--- config.mk ---
export PLATFORM = sky130hd
export DESIGN_NAME = datapath_accumulator
export DESIGN_NICKNAME = d
export VERILOG_FILES = /design/src/rtl/datapath_accumulator.sv
export SDC_FILE = /design/constraint.sdc
export NUM_CORES = 1
export LEC_CHECK = 0
export CORE_ASPECT_RATIO = 2
export CORE_MARGIN = 2
export CORE_UTILIZATION = 50
export DETAILED_ROUTE_END_ITERATION = 12
export PLACE_DENSITY = 0.82
export SKIP_LAST_GASP = 1
export SYNTH_ARGS = -nofsm -noshare
export SYNTH_HDL_FRONTEND = slang
export SYNTH_SLANG_ARGS = --single-unit
--- constraint.sdc ---
create_clock -name CLK -period 3.4 [get_ports CLK]
set_input_delay 0.51 -clock CLK [delete_from_list [all_inputs] [get_ports CLK]]
set_output_delay 0.51 -clock CLK [all_outputs]
set_load 0.005 [all_outputs]
--- src/rtl/datapath_accumulator.sv ---
// ============================================================================
// Module   : datapath_accumulator
// Purpose  : Source-selected accumulator with load/add/sub/clear and a
//            bit-serial shifter, plus completion and status flags.
// Revision : 1.0 - initial release
// ============================================================================
`default_nettype none

module datapath_accumulator #(
  parameter  int WIDTH   = 16,
  parameter  int NUM_SRC = 4,
  localparam int SEL_W   = $clog2(NUM_SRC),
  localparam int SHW     = $clog2(WIDTH) + 1
) (
  input  logic                     CLK,
  input  logic                     RST_N,
  input  logic [NUM_SRC*WIDTH-1:0] src_data,
  input  logic [SEL_W-1:0]         src_sel,
  input  logic [2:0]               op,
  input  logic                     op_valid,
  output logic                     op_ready,
  output logic [WIDTH-1:0]         operand,
  output logic [WIDTH-1:0]         acc_out,
  output logic                     done,
  output logic                     flag_zero,
  output logic                     flag_carry
);

  localparam logic [2:0] OP_NOP   = 3'b000;
  localparam logic [2:0] OP_LOAD  = 3'b001;
  localparam logic [2:0] OP_ADD   = 3'b010;
  localparam logic [2:0] OP_SUB   = 3'b011;
  localparam logic [2:0] OP_SHL   = 3'b100;
  localparam logic [2:0] OP_SHR   = 3'b101;
  localparam logic [2:0] OP_CLEAR = 3'b110;

  typedef enum logic [0:0] {
    S_IDLE  = 1'b0,
    S_SHIFT = 1'b1
  } state_t;

  state_t           state_q, state_d;
  logic [SHW-1:0]   cnt_q, cnt_d;
  logic             dir_q, dir_d;      // 1 = shift right
  logic [WIDTH-1:0] acc_q, acc_d;
  logic             carry_q, carry_d;
  logic             zero_q, zero_d;
  logic             done_q, done_d;

  logic [WIDTH:0]   w_sum;
  logic [WIDTH:0]   w_diff;
  logic [SHW-1:0]   w_n_raw;
  logic [SHW-1:0]   w_n;
  logic [WIDTH-1:0] w_step_acc;
  logic             w_step_out;

  // Out-of-range selects fall through to source 0.
  always_comb begin
    operand = src_data[WIDTH-1:0];
    for (int i = 1; i < NUM_SRC; i++) begin
      if (src_sel == SEL_W'(i)) operand = src_data[i*WIDTH +: WIDTH];
    end
  end

  assign w_sum      = {1'b0, acc_q} + {1'b0, operand};
  assign w_diff     = {1'b0, acc_q} - {1'b0, operand};
  assign w_n_raw    = operand[SHW-1:0];
  assign w_n        = (w_n_raw > SHW'(WIDTH)) ? SHW'(WIDTH) : w_n_raw;
  assign w_step_acc = dir_q ? (acc_q >> 1) : (acc_q << 1);
  assign w_step_out = dir_q ? acc_q[0] : acc_q[WIDTH-1];

  always_comb begin
    state_d = state_q;
    cnt_d   = cnt_q;
    dir_d   = dir_q;
    acc_d   = acc_q;
    carry_d = carry_q;
    zero_d  = zero_q;
    done_d  = 1'b0;
    case (state_q)
      S_IDLE: begin
        if (op_valid) begin
          done_d = 1'b1;
          case (op)
            OP_LOAD: begin
              acc_d   = operand;
              carry_d = 1'b0;
              zero_d  = (operand == '0);
            end
            OP_ADD: begin
              acc_d   = w_sum[WIDTH-1:0];
              carry_d = w_sum[WIDTH];
              zero_d  = (w_sum[WIDTH-1:0] == '0);
            end
            OP_SUB: begin
              acc_d   = w_diff[WIDTH-1:0];
              carry_d = w_diff[WIDTH];
              zero_d  = (w_diff[WIDTH-1:0] == '0);
            end
            OP_SHL, OP_SHR: begin
              if (w_n == '0) begin
                zero_d = (acc_q == '0);
              end else begin
                done_d  = 1'b0;
                state_d = S_SHIFT;
                cnt_d   = w_n;
                dir_d   = (op == OP_SHR);
              end
            end
            OP_CLEAR: begin
              acc_d   = '0;
              carry_d = 1'b0;
              zero_d  = 1'b1;
            end
            default: ;
          endcase
        end
      end
      S_SHIFT: begin
        acc_d   = w_step_acc;
        carry_d = w_step_out;
        cnt_d   = cnt_q - 1'b1;
        // Zero flag only reflects completed operations, not shift steps.
        if (cnt_q == SHW'(1)) begin
          done_d  = 1'b1;
          zero_d  = (w_step_acc == '0);
          state_d = S_IDLE;
        end
      end
      default: state_d = S_IDLE;
    endcase
  end

  always_ff @(posedge CLK or negedge RST_N) begin
    if (!RST_N) begin
      state_q <= S_IDLE;
      cnt_q   <= '0;
      dir_q   <= 1'b0;
      acc_q   <= '0;
      carry_q <= 1'b0;
      zero_q  <= 1'b0;
      done_q  <= 1'b0;
    end else begin
      state_q <= state_d;
      cnt_q   <= cnt_d;
      dir_q   <= dir_d;
      acc_q   <= acc_d;
      carry_q <= carry_d;
      zero_q  <= zero_d;
      done_q  <= done_d;
    end
  end

  assign op_ready   = (state_q == S_IDLE);
  assign acc_out    = acc_q;
  assign done       = done_q;
  assign flag_zero  = zero_q;
  assign flag_carry = carry_q;

endmodule

`default_nettype wire

==> summary.txt, run 1 <==
Synth
  – Cell Area, Synth: 4115 µm²
  – Post-synthesis instance total: 483
  – Post-synthesis compound-gate area fraction: 27.30%
  – Yosys top cell by area: dfrtp_1
  – Synth cell types: 72
  – Adder-Cell Fraction of Synth Area: 11.01%
  – Synth Register Bits: 26
  – Warnings, synthesis: 0
  – Ranking of synthesized cells by area: dfrtp_1, ha_1, mux4_2, mux2i_1, a21oi_1
  – EDFF count, synth: 0
  – Top cell type's share of synthesized area: 15.81%
  – Most frequent cell after synthesis: a21oi_1
  – FFs w/ async S/R, synth: 100.0%
  – Xor/xnor share of the synthesized area: 5.108%
  – Largest family of logic cells by synthesized area: compound AO/OA/AOI/OAI gates
  – Mux share of post-synthesis cell area: 17.12%
  – Simple-Gate Fraction of Synth Area: 17.09%
  – Post-synthesis sequential area ratio: 15.81%
  – Synthesized area per cell: 8.520 µm²
  – Top FF cell, synth: dfrtp_1
  – Post-synth top cells: a21oi_1, ha_1, inv_1
  – Post-Syn Nets: 590

Global route
  – Largest net degree at the start of global routing: 27
  – Total congestion overflow: 2
  – Total GRT Usage: 61.17%

Clock network
  – Longest Clk Path Bufs: 2
  – CTS root buf: clkbuf_16
  – H-tree Lvls: 1
  – CTS Sinks: 26
  – Cts hold-fix bufs: 0
  – CTS Buf Count: 3

Placement
  – Worst slack, placed: -0.9796 ns
  – DP Cell Count: 785
  – GP Congestion: 1.058
  – IO buf count: 107
  – Post-DP HPWL: 15,220 µm

Floorplan
  – Die width: 68.15 µm
  – Top Ports: 108
  – Die Ht: 132.3 µm
  – Row count: 46
  – Initial core utilization: 51.81%

STA
  – WEP type: register data pin
  – Worst EP post-GRT repair: flag_zero$_DFFE_PN0P_/D

Run status
  – Error message: [ERROR GRT-0232] Routing congestion too high. Check the congestion heatmap in the GUI.
  – Status: aborted with a tool error
  – Failing step: global routing (5_1_grt)
## cells by family after synthesis
kind of cell,after synthesis
AO/OA/AOI/OAI,159
flip-flops,26
XOR/XNOR,24
buffers and inverters,63
adder cells (fa/ha/maj),35
multiplexers,42
AND/OR/NAND/NOR,134
## per-layer routing
metal	global-route usage (%)	overflow
met1	61.06	0
met2	82.96	2
met3	34.59	0
met4	62.00	0
met5	0	0
## per-stage QoR
stage               area (µm²)  hold WS, ns
CTS                       6640       0.5147
detailed placement        6225       0.5017
global placement          6225       0.4788
floorplan                 4217       0.2144
## repair_timing
| item | in CTS |
|---|---|
| pin swaps | 46 |
| setup endpoints to repair | 19 |
| gates resized for setup | 67 |
| buffers inserted | 19 |
==> inputs of run 2 (changes only) <==
--- a/config.mk
+++ b/config.mk
@@ -5,11 +5,10 @@
 export SDC_FILE = /design/constraint.sdc
 export NUM_CORES = 1
 export LEC_CHECK = 0
-export CORE_ASPECT_RATIO = 2
 export CORE_MARGIN = 2
-export CORE_UTILIZATION = 50
+export CORE_UTILIZATION = 35
 export DETAILED_ROUTE_END_ITERATION = 12
-export PLACE_DENSITY = 0.82
+export PLACE_DENSITY_LB_ADDON = 0.15
 export SKIP_LAST_GASP = 1
 export SYNTH_ARGS = -nofsm -noshare
 export SYNTH_HDL_FRONTEND = slang
==> run 2 against run 1 <==
  * The flow now finishes, with violations (negative setup slack)
  * Synthesized cell count did not move
  * Area after synthesis did not move
==> summary.txt, run 2 <==
Floorplan
  – Initial core utilization: 35.89% (-16 points)
  – Die footprint: 12,640 µm²
  – Top Ports: 108 (unchanged)
  – Row count: 39 (-15%)
  – Die Ht: 112.4 µm (-15%)
  – Core Area: 11,470 µm²
  – Die width: 112.4 µm (+65%)

Power
  – Max VDD drop: 0.4703 mV
  – Tot Pwr: 5.714 mW
  – PwrDens: 824.7 nW/µm²
  – Pleak: 3.020 nW

Synth
  – Synth Register Bits: 26 (unchanged)
  – Warnings, synthesis: 0 (unchanged)
  – Post-synthesis instance total: 483 (unchanged)
  – Simple-Gate Fraction of Synth Area: 17.09% (unchanged)
  – EDFF count, synth: 0 (unchanged)
  – Xor/xnor share of the synthesized area: 5.108% (unchanged)
  – Most frequent cell after synthesis: a21oi_1
  – Yosys top cell by area: dfrtp_1
  – Top cell type's share of synthesized area: 15.81% (unchanged)
  – Synth cell types: 72 (unchanged)
  – Cell Area, Synth: 4115 µm² (unchanged)
  – Ranking of synthesized cells by area: dfrtp_1, ha_1, mux4_2, mux2i_1, a21oi_1
  – Mux share of post-synthesis cell area: 17.12% (unchanged)
  – Largest family of logic cells by synthesized area: compound AO/OA/AOI/OAI gates
  – Adder-Cell Fraction of Synth Area: 11.01% (unchanged)
  – Post-Syn Nets: 590 (unchanged)
  – Post-synthesis compound-gate area fraction: 27.30% (unchanged)
  – Post-synth top cells: a21oi_1, ha_1, inv_1
  – Synthesized area per cell: 8.520 µm² (unchanged)
  – Post-synthesis sequential area ratio: 15.81% (unchanged)
  – Top FF cell, synth: dfrtp_1
  – FFs w/ async S/R, synth: 100.0% (unchanged)

Flow run
  – Max-cap viol count: 0

STA
  – Max Clk Rate: 0.2894 GHz
  – Slew @ Worst Pin: 0.7605 ns
  – Max Slew Vio Count: 0
  – Slew headroom: 49.11%
  – Final setup viols: 3
  – RSZ-0062 raised after global routing: true
  – Post-route setup slack: -0.05596 ns
  – Min cycle time layout: 3.456 ns
  – Clock Skews: 0.002231 ns
  – Fin crit share: 101.6%
  – Final Hold Viols: 0
  – TNS Setup: -0.1173 ns

Detailed routing
  – DRC: 0
  – Drt wl/cell: 21.06 µm
  – DRT Wirelength: 17,920 µm
  – Via density per instance: 5.832
  – DRT antenna net count: 0
  – Pre-antenna DRT Iters: 6
  – Routed vias: 4,963
  – Initial DRC count: 320

Clock network
  – CTS root buf: clkbuf_16
  – CTS tree: yes
  – CTS Sinks: 26 (unchanged)
  – Clock latency on the worst-skew pair: 0.26 ns
  – H-tree Lvls: 1 (unchanged)
  – Cts hold-fix bufs: 0 (unchanged)
  – Longest Clk Path Bufs: 2 (unchanged)
  – CTS Buf Count: 3 (unchanged)
  – Worst-path clk slew: 0.07 ns

Final layout
  – Synth-to-Final Area Change: 68.35%
  – Layout cells sized above 1: 35.73%
  – Commonest cells after routing, fill and taps aside: buf_4, clkdlybuf4s50_1, a21oi_1
  – Finished Layout Cells: 851
  – Max reg flops: 16
  – Commonest non-fill, non-tap cell in the layout: buf_4
  – Diodes inserted: 0
  – Final nets: 817
  – # fillers: 1,009

Min path
  – HP Class: register to register

Placement
  – GP Congestion: 0.9742 (-7.9%)
  – DP Cell Count: 831 (+5.9%)
  – IO buf count: 107 (unchanged)
  – Post-DP HPWL: 14,110 µm (-7.3%)

Run status
  – Status: complete, but fails checks
  – Failing checks: negative setup slack

Critical path
  – Crit-path max FO: 4
  – Setup crit end kind: register
  – Req. time, crit path: 3.58 ns
  – Arrival time at the worst endpoint: 3.64 ns
  – Startpoint types: primary input
  – Critical path class: primary input to register

Global route
  – Largest net degree at the start of global routing: 35
  – Total congestion overflow: 0
  – Number of global-route vias before repair: 5,129
  – Initial antenna violation count: 0
  – Total GRT Usage: 27.25%
  – First-pass GRT wire length: 27,350 µm
run 2: cell families after synthesis:
family | after synthesis
AOI/OAI and AO/OA | 159
and+or+nand+nor | 134
buffers and inverters | 63
muxes | 42
adders and majority gates | 35
DFF | 26
xor gates and xnor gates | 24
run 2: layout make-up:
type / count / area (µm²) / share of cell area [%]
Multi-Input combinational cell: 394 / 3681 / 53.13
Inverter: 33 / 123.9 / 1.788
Sequential cell: 26 / 650.6 / 9.391
Timing Repair Buffer: 252 / 2218 / 32.02
Clock buffer: 3 / 75.07 / 1.084
Tap cell: 143 / 178.9 / 2.583
run 2: critical path, stage by stage:
cell and delay (ns):
dlygate4sd2_1 0.23, mux4_2 0.53, inv_2 0.11, buf_4 0.11
buf_4 0.10, ha_1 0.13, o21bai_4 0.12, a222oi_1 0.08
buf_4 0.17, a2111o_1 0.48, a31oi_4 0.20, nor2_1 0.07
xor2_1 0.26, nor4b_4 0.25, nand4_1 0.16, o22ai_2 0.12
run 2: final timing paths:
kind                         startpoint          to  slack [ns]  cells past startpoint
max                        src_data[49]   flag_zero       -0.06                     16
min reg2reg                  flag_carry  flag_carry        0.51                      2
min                          flag_carry  flag_carry        0.51                      2
max in group asynchronous         RST_N    cnt_q[1]        2.48                      2
max reg2reg                  acc_out[1]   flag_zero        0.25                     11
min in group asynchronous         RST_N        done        0.63                      2
run 2: per-layer routing:
metal | part of all wire, % | global-route usage (%)
met5 | 0 | 0
met2 | 49 | 47.79
met4 | 4.0 | 9.675
met3 | 5.3 | 2.970
met1 | 41 | 34.78
run 2: timing repair:
action / CTS / global route
setup buffers: 7 / 12
resized for setup: 74 / 61
pin swaps: 19 / 44
endpoints found under the setup margin: 14 / 12
cloned: 0 / 0
run 2: metrics by stage:
| stage | utilization, % | worst slack, ns | area (µm²) | hold WS (ns) |
|---|---|---|---|---|
| after floorplan | - | -0.1965 | 4217 | 0.2144 |
| after global placement | 54.84 | -1.299 | 6289 | 0.4744 |
| after detailed placement | 54.84 | -1.013 | 6289 | 0.4994 |
| after CTS | 57.08 | -0.1324 | 6545 | 0.5126 |
| after global routing | 60.41 | -0.1311 | 6928 | 0.5524 |
| final | 60.41 | -0.05596 | 6928 | 0.5101 |
run 2: report_power, final:
group / total, mW / switching [mW] / internal (mW)
clock network: 0.273 / 0.116 / 0.156
registers: 0.722 / 0.260 / 0.462
logic: 4.72 / 2.32 / 2.40
total: 5.71 / 2.70 / 3.02
(Power assumes the default switching activity.)
==> inputs of run 3 (changes only) <==
--- a/config.mk
+++ b/config.mk
@@ -10,6 +10,7 @@
 export DETAILED_ROUTE_END_ITERATION = 12
 export PLACE_DENSITY_LB_ADDON = 0.15
 export SKIP_LAST_GASP = 1
+export SLEW_MARGIN = 20
 export SYNTH_ARGS = -nofsm -noshare
 export SYNTH_HDL_FRONTEND = slang
 export SYNTH_SLANG_ARGS = --single-unit
==> results of run 3 <==
Same layout as run 2: the final DEF is identical, and so are final timing and power.
